===== config.mk =====
export PLATFORM = sky130hd
export DESIGN_NAME = cpu_decode_stage
export DESIGN_NICKNAME = d
export VERILOG_FILES = /design/src/rtl/cpu_pkg.sv /design/src/rtl/cpu_decode_fields.sv /design/src/rtl/cpu_decode_stage.sv
export SDC_FILE = /design/constraint.sdc
export NUM_CORES = 1
export LEC_CHECK = 0
export BUFFER_PORTS_ARGS = -buffer_cell sky130_fd_sc_hd__buf_4
export CORE_MARGIN = 2
export CORE_UTILIZATION = 56
export DETAILED_ROUTE_END_ITERATION = 8
export MAX_ROUTING_LAYER = met4
export PLACE_DENSITY = 0.9
export SLEW_MARGIN = 10
export SYNTH_ARGS = -nofsm -noshare
export SYNTH_HDL_FRONTEND = slang
export SYNTH_SLANG_ARGS = --single-unit

===== constraint.sdc =====
create_clock -name i_clk -period 2.35 [get_ports i_clk]
set_input_delay 0.5875 -clock i_clk [delete_from_list [all_inputs] [get_ports i_clk]]
set_output_delay 0.5875 -clock i_clk [all_outputs]
set_load 0.005 [all_outputs]

===== src/rtl/cpu_pkg.sv =====
// Shared types for the RV32I decode stage: instruction formats, opcodes and the decoded-beat record.
package cpu_pkg;

  typedef enum logic [2:0] {
    FMT_R = 3'd0,
    FMT_I = 3'd1,
    FMT_S = 3'd2,
    FMT_B = 3'd3,
    FMT_U = 3'd4,
    FMT_J = 3'd5,
    FMT_X = 3'd6
  } fmt_e;

  localparam logic [6:0] OP_LUI    = 7'b0110111;
  localparam logic [6:0] OP_AUIPC  = 7'b0010111;
  localparam logic [6:0] OP_JAL    = 7'b1101111;
  localparam logic [6:0] OP_JALR   = 7'b1100111;
  localparam logic [6:0] OP_BRANCH = 7'b1100011;
  localparam logic [6:0] OP_LOAD   = 7'b0000011;
  localparam logic [6:0] OP_STORE  = 7'b0100011;
  localparam logic [6:0] OP_IMM    = 7'b0010011;
  localparam logic [6:0] OP_REG    = 7'b0110011;
  localparam logic [6:0] OP_FENCE  = 7'b0001111;
  localparam logic [6:0] OP_SYSTEM = 7'b1110011;

  // The PC travels beside this record in the stage because its width is a stage parameter.
  typedef struct packed {
    logic [6:0]  op;
    logic [4:0]  rd;
    logic [4:0]  rs1;
    logic [4:0]  rs2;
    logic [9:0]  func;
    logic [31:0] imm;
    fmt_e        fmt;
    logic        illegal;
  } dec_t;

endpackage


===== src/rtl/cpu_decode_fields.sv =====
// Combinational RV32I decoder: splits an instruction word into fields, immediate, format and legality.
module cpu_decode_fields
  import cpu_pkg::*;
#(
  parameter int CHECK_FUNC = 1
) (
  input  logic [31:0] i_inst,
  output dec_t        o_dec
);

  logic [2:0] f3;
  logic [6:0] f7;
  logic       known_op;
  logic       func_ok;

  assign f3 = i_inst[14:12];
  assign f7 = i_inst[31:25];

  always_comb begin
    o_dec         = '0;
    o_dec.op      = i_inst[6:0];
    o_dec.rd      = i_inst[11:7];
    o_dec.rs1     = i_inst[19:15];
    o_dec.rs2     = i_inst[24:20];
    o_dec.func    = {f7, f3};
    o_dec.fmt     = FMT_X;
    o_dec.imm     = '0;
    known_op      = 1'b1;
    func_ok       = 1'b1;

    unique case (i_inst[6:0])
      OP_LUI, OP_AUIPC: begin
        o_dec.fmt = FMT_U;
        o_dec.imm = {i_inst[31:12], 12'b0};
      end
      OP_JAL: begin
        o_dec.fmt = FMT_J;
        o_dec.imm = {{11{i_inst[31]}}, i_inst[31], i_inst[19:12], i_inst[20], i_inst[30:21], 1'b0};
      end
      OP_BRANCH: begin
        o_dec.fmt = FMT_B;
        o_dec.imm = {{19{i_inst[31]}}, i_inst[31], i_inst[7], i_inst[30:25], i_inst[11:8], 1'b0};
        func_ok   = (f3 != 3'd2) && (f3 != 3'd3);
      end
      OP_STORE: begin
        o_dec.fmt = FMT_S;
        o_dec.imm = {{20{i_inst[31]}}, i_inst[31:25], i_inst[11:7]};
        func_ok   = (f3 <= 3'd2);
      end
      OP_REG: begin
        o_dec.fmt = FMT_R;
        func_ok   = (f7 == 7'h00) || ({f7, f3} == 10'h100) || ({f7, f3} == 10'h105);
      end
      OP_JALR, OP_LOAD, OP_IMM, OP_FENCE, OP_SYSTEM: begin
        o_dec.fmt = FMT_I;
        o_dec.imm = {{20{i_inst[31]}}, i_inst[31:20]};
        if (i_inst[6:0] == OP_JALR)   func_ok = (f3 == 3'd0);
        if (i_inst[6:0] == OP_LOAD)   func_ok = (f3 != 3'd3) && (f3 <= 3'd5);
        if (i_inst[6:0] == OP_SYSTEM) func_ok = (f3 != 3'd4);
        if (i_inst[6:0] == OP_IMM) begin
          if (f3 == 3'd1) func_ok = (f7 == 7'h00);
          if (f3 == 3'd5) func_ok = (f7 == 7'h00) || (f7 == 7'h20);
        end
      end
      default: known_op = 1'b0;
    endcase

    // Funct-level checks are optional; unknown opcodes (incl. compressed encodings) are always illegal.
    o_dec.illegal = !known_op || ((CHECK_FUNC != 0) && !func_ok);
  end

endmodule


===== src/rtl/cpu_decode_stage.sv =====
// Registered decode stage with output + skid slot so o_ready never depends combinationally on i_ready.
module cpu_decode_stage
  import cpu_pkg::*;
#(
  parameter int PC_WIDTH   = 32,
  parameter int CHECK_FUNC = 1,
  parameter int CNT_W      = 16
) (
  input  logic                i_clk,
  input  logic                i_rst_n,
  input  logic                i_flush,
  input  logic                i_valid,
  output logic                o_ready,
  input  logic [31:0]         i_inst,
  input  logic [PC_WIDTH-1:0] i_pc,
  output logic                o_valid,
  input  logic                i_ready,
  output logic [PC_WIDTH-1:0] o_pc,
  output logic [6:0]          o_op,
  output logic [4:0]          o_rd,
  output logic [4:0]          o_rs1,
  output logic [4:0]          o_rs2,
  output logic [9:0]          o_func,
  output logic [31:0]         o_imm,
  output fmt_e                o_fmt,
  output logic                o_illegal,
  output logic [CNT_W-1:0]    o_decoded_cnt,
  output logic [CNT_W-1:0]    o_illegal_cnt
);

  dec_t in_dec;

  cpu_decode_fields #(.CHECK_FUNC(CHECK_FUNC)) u_fields (
    .i_inst (i_inst),
    .o_dec  (in_dec)
  );

  logic                out_valid_q, out_valid_d;
  logic                skid_valid_q, skid_valid_d;
  logic [PC_WIDTH-1:0] out_pc_q, out_pc_d;
  logic [PC_WIDTH-1:0] skid_pc_q, skid_pc_d;
  dec_t                out_dec_q, out_dec_d;
  dec_t                skid_dec_q, skid_dec_d;
  logic [CNT_W-1:0]    dec_cnt_q, dec_cnt_d;
  logic [CNT_W-1:0]    ill_cnt_q, ill_cnt_d;
  logic                accept;
  logic                deliver;

  always_comb begin
    accept       = i_valid && !skid_valid_q;
    deliver      = out_valid_q && i_ready;
    out_valid_d  = out_valid_q;
    skid_valid_d = skid_valid_q;
    out_pc_d     = out_pc_q;
    skid_pc_d    = skid_pc_q;
    out_dec_d    = out_dec_q;
    skid_dec_d   = skid_dec_q;
    dec_cnt_d    = dec_cnt_q;
    ill_cnt_d    = ill_cnt_q;

    if (i_flush) begin
      out_valid_d  = 1'b0;
      skid_valid_d = 1'b0;
    end else if (!out_valid_q || deliver) begin
      // Skid can only hold a beat while o_ready is low, so nothing new arrives in that case.
      if (skid_valid_q) begin
        out_valid_d  = 1'b1;
        out_pc_d     = skid_pc_q;
        out_dec_d    = skid_dec_q;
        skid_valid_d = 1'b0;
      end else begin
        out_valid_d = accept;
        if (accept) begin
          out_pc_d  = i_pc;
          out_dec_d = in_dec;
        end
      end
    end else if (accept) begin
      skid_valid_d = 1'b1;
      skid_pc_d    = i_pc;
      skid_dec_d   = in_dec;
    end

    // A beat delivered in a flush cycle still counts.
    if (deliver && (dec_cnt_q != '1)) dec_cnt_d = dec_cnt_q + CNT_W'(1);
    if (deliver && out_dec_q.illegal && (ill_cnt_q != '1)) ill_cnt_d = ill_cnt_q + CNT_W'(1);
  end

  always_ff @(posedge i_clk) begin
    if (!i_rst_n) begin
      out_valid_q  <= 1'b0;
      skid_valid_q <= 1'b0;
      out_pc_q     <= '0;
      skid_pc_q    <= '0;
      out_dec_q    <= '0;
      skid_dec_q   <= '0;
      dec_cnt_q    <= '0;
      ill_cnt_q    <= '0;
    end else begin
      out_valid_q  <= out_valid_d;
      skid_valid_q <= skid_valid_d;
      out_pc_q     <= out_pc_d;
      skid_pc_q    <= skid_pc_d;
      out_dec_q    <= out_dec_d;
      skid_dec_q   <= skid_dec_d;
      dec_cnt_q    <= dec_cnt_d;
      ill_cnt_q    <= ill_cnt_d;
    end
  end

  assign o_ready       = !skid_valid_q;
  assign o_valid       = out_valid_q;
  assign o_pc          = out_pc_q;
  assign o_op          = out_dec_q.op;
  assign o_rd          = out_dec_q.rd;
  assign o_rs1         = out_dec_q.rs1;
  assign o_rs2         = out_dec_q.rs2;
  assign o_func        = out_dec_q.func;
  assign o_imm         = out_dec_q.imm;
  assign o_fmt         = out_dec_q.fmt;
  assign o_illegal     = out_dec_q.illegal;
  assign o_decoded_cnt = dec_cnt_q;
  assign o_illegal_cnt = ill_cnt_q;

endmodule


==> results of run 1 <==
## sequential cells by signal (all words and copies together), names as in the netlist
register	cells
o_decoded_cnt	16
o_fmt	3
o_func	10
o_illegal	1
o_illegal_cnt	16
o_imm	32
o_op	7
o_pc	32
o_rd	5
o_rs1	5
o_rs2	5
o_valid	1
skid_dec_q	68
skid_pc_q	32
skid_valid_q	1
## power by group
part,total (mW),leakage (nW),switching (mW),internal [mW]
clock,4.07,0.434,1.58,2.49
sequential,4.15,1.90,0.0695,4.08
combinational,0.787,3.57,0.404,0.383
total,9.01,5.90,2.05,6.96
## through the flow
step	instances	worst slack [ns]	utilization, %
4_1_cts	1598	0.153	70.4
6_report	1598	0.140	70.4
3_3_place_gp	1553	0.0457	65.8
5_1_grt	1598	0.100	70.4
2_1_floorplan	1186	0.256	-
3_5_place_dp	1553	0.0204	65.8
## synthesized netlist by cell type (all sizes together), types with 2 or more instances
library cell,count,area [um^2]
nand2,254,953
dfxtp,234,4680
o211a,79,791
a21boi,74,556
clkbuf,65,284
mux2i,61,611
a21oi,46,238
o21ai,46,234
and2,43,269
buf,35,178
nor2,30,113
o211ai,22,165
xor2,22,193
nand3,21,105
and3,20,125
a221oi,14,123
nor3,13,70.1
or3,13,81.3
nand4,10,62.6
a31oi,9,62.6
nor2b,9,56.3
xnor2,9,78.8
inv,8,30.0
nor3b,8,60.1
a211oi,5,42.5
and4,5,43.8
a21o,3,22.5
nand2b,3,18.8
nor4,3,40.0
ha,2,25.0
o21bai,2,15.0
or3b,2,17.5
## routing by layer
layer | vias to the layer above | global-route usage, %
li1 | 4475 | -
met1 | 4424 | 34.5
met2 | 328 | 45.1
met3 | 68 | 4.99
met4 | 0 | 8.58
met5 | - | -
## cell families after synthesis
kind of cell / after synthesis / share of synthesized area, %
and+or+nand+nor: 439 / 19.6
AOI/OAI and AO/OA: 311 / 22.6
DFF: 234 / 44.5
buffers and inverters: 108 / 4.67
muxes: 61 / 5.80
xor gates and xnor gates: 31 / 2.58
adders and majority gates: 2 / 0.238
## worst paths after layout
check,from,endpoint,slack (ns)
min,i_pc[2],skid_pc_q[2],0.33
min reg2reg,o_fmt[0],o_fmt[0],0.45
max,skid_valid_q,o_ready,0.14
max reg2reg,o_illegal_cnt[0],o_illegal_cnt[4],0.27
## final cells by class
cell class / count / area share, %
clock buffers: 34 / 5.58
clock inverters: 11 / 0.995
inverters: 8 / 0.230
multi-input cells: 844 / 41.0
flip-flops and latches: 234 / 35.8
well taps: 234 / 2.24
repair buffers: 233 / 14.2
## worst max-delay path, cell delays in order (launching register included)
cell and delay [ns]:
dfxtp_4 0.38, inv_1 0.29, buf_4 0.28, buf_4 0.14
==> impl_metrics.yaml, run 1 <==
synthesis:
  synth_edf_count: 0
  syn_area_um2: 10500
  synthFlopType: "dfxtp_1"
  synth_cell_type_count: 62
  synth_area_per_cell_um2: 8.87
  seq_area_frac_synth_pct: 44.5
  syn_inst: 1186
  syn_nets: 1257
  ys_warn_count: 0
  ys_ff_latch: 234
  synthArstFlopShare_pct: 0
layout:
  final_nets: 1417
  multi_input_area_um2: 5360
  regArea_um2: 4690
  diodes: 0
  drive_gt1_share_pct: 21.6
  nFillCells: 1381
  syn_to_final_growth_pct: 24.3
  finish.instance_area_um2: 13100
  final_cell_mix: "253 x nand2_1, 233 x dfxtp_1, 224 x buf_4, 79 x o211a_1, 61 x mux2i_1"
  layout.cells.most_common: "nand2_1"
global_route:
  grt_start_max_net_pins: 98
  track_usage_pct: 27.5
  grt_pass1_vias: 9042
  grt_pass1_wl_um: 44300
  overflow: 0
  antenna_found_initial: 0
setup_path:
  crit_path_start_kind: "flop"
  crit_fanout: 12
  ff2ff_path_depth: 7
  arrival_ns: 1.62
  crit_required_ns: 1.76
  worstSetupPathType: "flop to output pin"
  critPathCaptureType: "output pin"
cts:
  post_cts_resize_count: 0
  clk_path_buf_depth: 3
  hold_buffers: 0
  htree_num_levels: 1
  clock_latency_ns: 0.52
  cts_setup_buffers: 0
  cts_buffers: 25
  clockRootBuffer: "clkbuf_16"
  tritoncts: "built"
  cts_sinks: 234
  clkTransAtPathRegs_ns: 0.06
die:
  row_count: 50
  die_x_um: 141
  core_um2: 18600
  start_util_pct: 56.6
  die_height_um: 141
  pin_count: 203
  die_area_um2: 19900
worst_hold_path:
  hold_class: "primary input to flop"
  min_path_cells: 3
route:
  wl_met2_um: 13000
  ant_nets: 0
  vias: 9295
  drt_first_iter_violations: 656
  routed_wl_um: 27100
  post-route-drc-count: 0
  met3_length_um: 1790
  wl_met1_um: 11600
  top_layer_used: "met4"
  wl_per_cell_um: 17.0
  via_per_inst: 5.82
  firstDrtPassIters: 5
timing:
  setup_viol: 0
  hold_ws_ns: 0.329
  hold_violations: 0
  clock.fmax_mhz: 453
  fin_tns_setup_ns: 0
  rsz0062_at_grt: "false"
  maxSlewViolCount: 0
  worst_pin_slew_ns: 0.648
  max-slew-margin-rel_pct: 56.8
  final.period_utilization_pct: 94.0
  finClkSkew_ns: 0.0198
  fin_crit_ns: 2.21
power:
  powerDensity_nw_per_um2: 689
  ir_drop_mv: 0.619
  power_mw: 9.01
  p_leak_nw: 5.90
placed_design:
  post_dp_cell_area_um2: 12200
  gp_congestion: 0.928
  io_buffers: 202
  dpl.hpwl_um: 18200
flow_run:
  maxCapViolations: 0
run_status:
  status: "completed"
Power figures use the tool's default switching activity.
==> run 2: changes to the inputs <==
Settings changed: BUFFER_PORTS_ARGS -buffer_cell sky130_fd_sc_hd__buf_4 to -buffer_cell sky130_fd_sc_hd__buf_2.
==> impl_metrics.yaml, run 2 (synthesized netlist as in run 1, its figures left out) <==
timing:
  hold_ws_ns: 0.317
  final.period_utilization_pct: 86.7
  finClkSkew_ns: 0.0123
  fin_tns_setup_ns: 0
  maxSlewViolCount: 0
  setup_viol: 0
  fin_ws_ns: 0.312
  max-slew-margin-rel_pct: 54.0
  hold_violations: 0
  worst_pin_slew_ns: 0.689
  clock.fmax_mhz: 491
  rsz0062_at_grt: "false"
  fin_crit_ns: 2.04
cts:
  clkTransAtPathRegs_ns: 0.06
  tritoncts: "built"
  cts_buffers: 24
  hold_buffers: 0
  clk_path_buf_depth: 3
  cts_setup_buffers: 0
  clock_latency_ns: 0.51
  clockRootBuffer: "clkbuf_16"
  cts_sinks: 234
  htree_num_levels: 1
  post_cts_resize_count: 0
die:
  pin_count: 203
  row_count: 50
  die_area_um2: 19900
  core_um2: 18600
  die_height_um: 141
  start_util_pct: 56.6
  die_x_um: 141
route:
  wl_per_cell_um: 17.0
  ant_nets: 0
  drt_first_iter_violations: 730
  routed_wl_um: 27200
  post-route-drc-count: 0
  vias: 9230
  via_per_inst: 5.76
  firstDrtPassIters: 5
layout:
  layout.cells.most_common: "nand2_1"
  nFillCells: 1444
  largest_reg_flops: 68
  multi_input_area_um2: 5360
  diodes: 0
  utilization_pct: 67.9
  final_cell_mix: "253 x nand2_1, 233 x dfxtp_1, 201 x buf_2, 79 x o211a_1, 61 x mux2i_1"
  regArea_um2: 4690
  syn_to_final_growth_pct: 19.9
  drive_gt1_share_pct: 21.8
  final_nets: 1424
  regMostFlops: "skid_dec_q"
worst_hold_path:
  hold_class: "primary input to flop"
  min_path_cells: 3
placed_design:
  place_worst_setup_slack_ns: 0.0198
  io_buffers: 202
  dpl.hpwl_um: 18000
  gp_congestion: 0.899
setup_path:
  crit_fanout: 12
  crit_path_start_kind: "flop"
  critPathCaptureType: "output pin"
  worstSetupPathType: "flop to output pin"
  crit_required_ns: 1.76
  arrival_ns: 1.45
  ff2ff_path_depth: 7
global_route:
  grt_pass1_vias: 8703
  antenna_found_initial: 0
  grt_start_max_net_pins: 96
  overflow: 0
  grt_pass1_wl_um: 43400
  track_usage_pct: 27.1
power:
  p_leak_nw: 5.86
  powerDensity_nw_per_um2: 696
  ir_drop_mv: 0.521
flow_run:
  maxCapViolations: 0
run_status:
  status: "completed"
-- run 2: path summary, 6_finish.rpt --
check / startpoint / to / slack [ns]
min: i_pc[24] / skid_pc_q[24] / 0.32
max: skid_valid_q / o_ready / 0.31
max reg2reg: o_illegal_cnt[0] / o_illegal_cnt[9] / 0.36
min reg2reg: o_fmt[1] / o_fmt[1] / 0.45
-- run 2: worst max-delay path, stage by stage, from the launching register on --
cell     delay, ns
dfxtp_4       0.36
inv_1         0.36
buf_2         0.22
-- run 2: layout make-up --
type	count	area share (%)
multi-input cells	844	42.5
flip-flops and latches	234	37.2
repair buffers	241	11.3
clock buffers	36	5.92
well taps	234	2.32
clock inverters	6	0.635
inverters	8	0.238
-- run 2: stage by stage --
step	instances	total power, mW	instance area (um^2)
CTS	1603	8.84	12600
floorplan	1186	4.62	10500
global route	1603	9.10	12600
global placement	1561	4.92	11800
detailed placement	1561	4.94	11800
finish	1603	8.79	12600
-- run 2: where the power goes --
group / switching, mW / internal (mW) / leakage [nW]
sequential: 0.0648 / 4.08 / 1.90
clock: 1.52 / 2.40 / 0.413
combinational: 0.408 / 0.308 / 3.54
-- run 2: routing by layer --
metal / routed length (um) / vias to the layer above / track usage (%)
met3: 1740 / 51 / 4.86
met2: 13100 / 310 / 44.7
met1: 11700 / 4381 / 34.4
met4: 701 / 0 / 7.79
li1: - / 4488 / -
met5: 0 / - / -
==> run 3: changes to the inputs <==
Settings changed: CORE_UTILIZATION 56 to 57, CTS_BUF_LIST set to sky130_fd_sc_hd__clkbuf_2, PLACE_DENSITY 0.9 to 0.91.
==> impl_metrics.yaml, run 3 (synthesized netlist as in run 1, its figures left out) <==
layout:
  drive_gt1_share_pct: 23.4
  layout.cells.most_common: "nand2_1"
  largest_reg_flops: 68
  regMostFlops: "skid_dec_q"
  final_cell_mix: "253 x nand2_1, 233 x dfxtp_1, 201 x buf_2, 79 x o211a_1, 78 x clkbuf_2"
  nFillCells: 1408
  syn_to_final_growth_pct: 19.7
  final_nets: 1493
route:
  ant_nets: 0
  drt_first_iter_violations: 672
  post-route-drc-count: 0
  routed_wl_um: 28200
  firstDrtPassIters: 5
  via_per_inst: 5.77
  wl_per_cell_um: 16.8
  vias: 9693
global_route:
  grt_pass1_wl_um: 45200
  antenna_found_initial: 0
  track_usage_pct: 28.6
  grt_start_max_net_pins: 77
  overflow: 0
  grt_pass1_vias: 9149
timing:
  fin_ws_ns: 0.202
  setup_viol: 0
  hold_violations: 0
  finClkSkew_ns: 0.0345
  final.period_utilization_pct: 91.4
  clock.fmax_mhz: 465
  fin_crit_ns: 2.15
  max-slew-margin-rel_pct: 51.3
  rsz0062_at_grt: "false"
  worst_pin_slew_ns: 0.730
  maxSlewViolCount: 0
placed_design:
  io_buffers: 202
  gp_congestion: 0.916
  place_worst_setup_slack_ns: -0.0471
  dpl.hpwl_um: 18500
power:
  p_leak_nw: 5.95
  powerDensity_nw_per_um2: 591
  power_mw: 7.44
  ir_drop_mv: 0.406
cts:
  clkTransAtPathRegs_ns: 0.10
  cts_buffers: 57
  clock_latency_ns: 0.81
  htree_num_levels: 2
  clk_path_buf_depth: 3
  tritoncts: "built"
  cts_sinks: 234
  clockRootBuffer: "clkbuf_2"
setup_path:
  critPathCaptureType: "output pin"
  slowest_delay_ns: 0.42
  crit_slowest_cell: "dfxtp_4"
  arrival_ns: 1.56
  path_cells: "clkinvlp_4, buf_2"
  crit_path_start_kind: "flop"
  crit_fanout: 5
  worstSetupPathType: "flop to output pin"
  crit_required_ns: 1.76
run_status:
  status: "completed"
flow_run:
  maxCapViolations: 0
die:
  die_height_um: 140
  row_count: 49
  core_um2: 18000
  start_util_pct: 58.4
  pin_count: 203
  die_area_um2: 19600
  die_x_um: 140
worst_hold_path:
  hold_class: "primary input to flop"
## run 3: cell count changes in the layout (fill, tap and decap cells not counted), moves of 3 or more
| cell | before | now |
|---|---|---|
| clkbuf_2 | 0 | 78 |
| dlygate4sd3_1 | 0 | 36 |
| clkbuf_16 | 25 | 0 |
| clkbuf_8 | 8 | 0 |
| clkinv_1 | 0 | 8 |
| clkinv_2 | 4 | 0 |
| clkbuf_1 | 3 | 0 |
## run 3: worst paths after layout
kind                            slack (ns)  cells past startpoint              to     startpoint
worst max register to register        0.32                      6         o_pc[3]   skid_valid_q
worst max-delay path                  0.20                      2         o_ready   skid_valid_q
worst min-delay path                  0.06                      3  skid_dec_q[51]     i_inst[15]
worst min register to register        0.46                      2   skid_pc_q[28]  skid_pc_q[28]
## run 3: report_power, final
part,total (mW),leakage (nW),internal [mW],switching [mW]
Clock,2.53,0.355,0.981,1.55
Combinational,0.768,3.69,0.346,0.422
Sequential,4.14,1.90,4.08,0.0641
Total,7.44,5.95,5.40,2.04
## run 3: layout make-up
class / count / area (um^2) / share of cell area [%]
multi-input combinational: 844 / 5360 / 42.5
clock inverter: 10 / 63.8 / 0.507
tap: 229 / 287 / 2.27
clock buffer: 78 / 390 / 3.10
inverter: 8 / 33.8 / 0.268
antenna: 1 / 2.50 / 0.0199
timing repair buffer: 277 / 1770 / 14.1
sequential: 234 / 4690 / 37.2
## run 3: metal layers
layer | up-vias | GRT usage (%) | share of wire [%] | routed length (um)
li1 | 4655 | - | - | -
met1 | 4597 | 34.8 | 41 | 11500
met2 | 386 | 48.0 | 50 | 14100
met3 | 55 | 5.85 | 7.5 | 2130
met4 | 0 | 8.68 | 2.1 | 582
met5 | - | - | 0 | 0
## run 3: metrics by stage
stage | hold WS (ns) | instances | TNS [ns] | util (%) | cell area, um^2
6_report | 0.0581 | 1681 | 0 | 69.9 | 12600
5_1_grt | 0.0296 | 1680 | 0 | 69.9 | 12600
4_1_cts | 0.0101 | 1679 | 0 | 69.8 | 12600
3_5_place_dp | 0.444 | 1555 | -0.0471 | 65.3 | 11800
3_3_place_gp | 0.440 | 1555 | 0 | 65.3 | 11800
2_1_floorplan | 0.435 | 1186 | 0 | - | 10500
## run 3: worst max-delay path, delay by kind of cell (launching register included)
| family | cells | cell delay [ns] |
|---|---|---|
| flops | 1 | 0.42 |
| buf+inv | 2 | 0.33 |
## run 3: what timing repair did
action | CTS | global route
setup endpoints to repair | 1 | 1
hold buffers | 36 | 0
setup buffers | 0 | 1
hold endpoints to repair | 36 | 0
resized for setup | 1 | 0
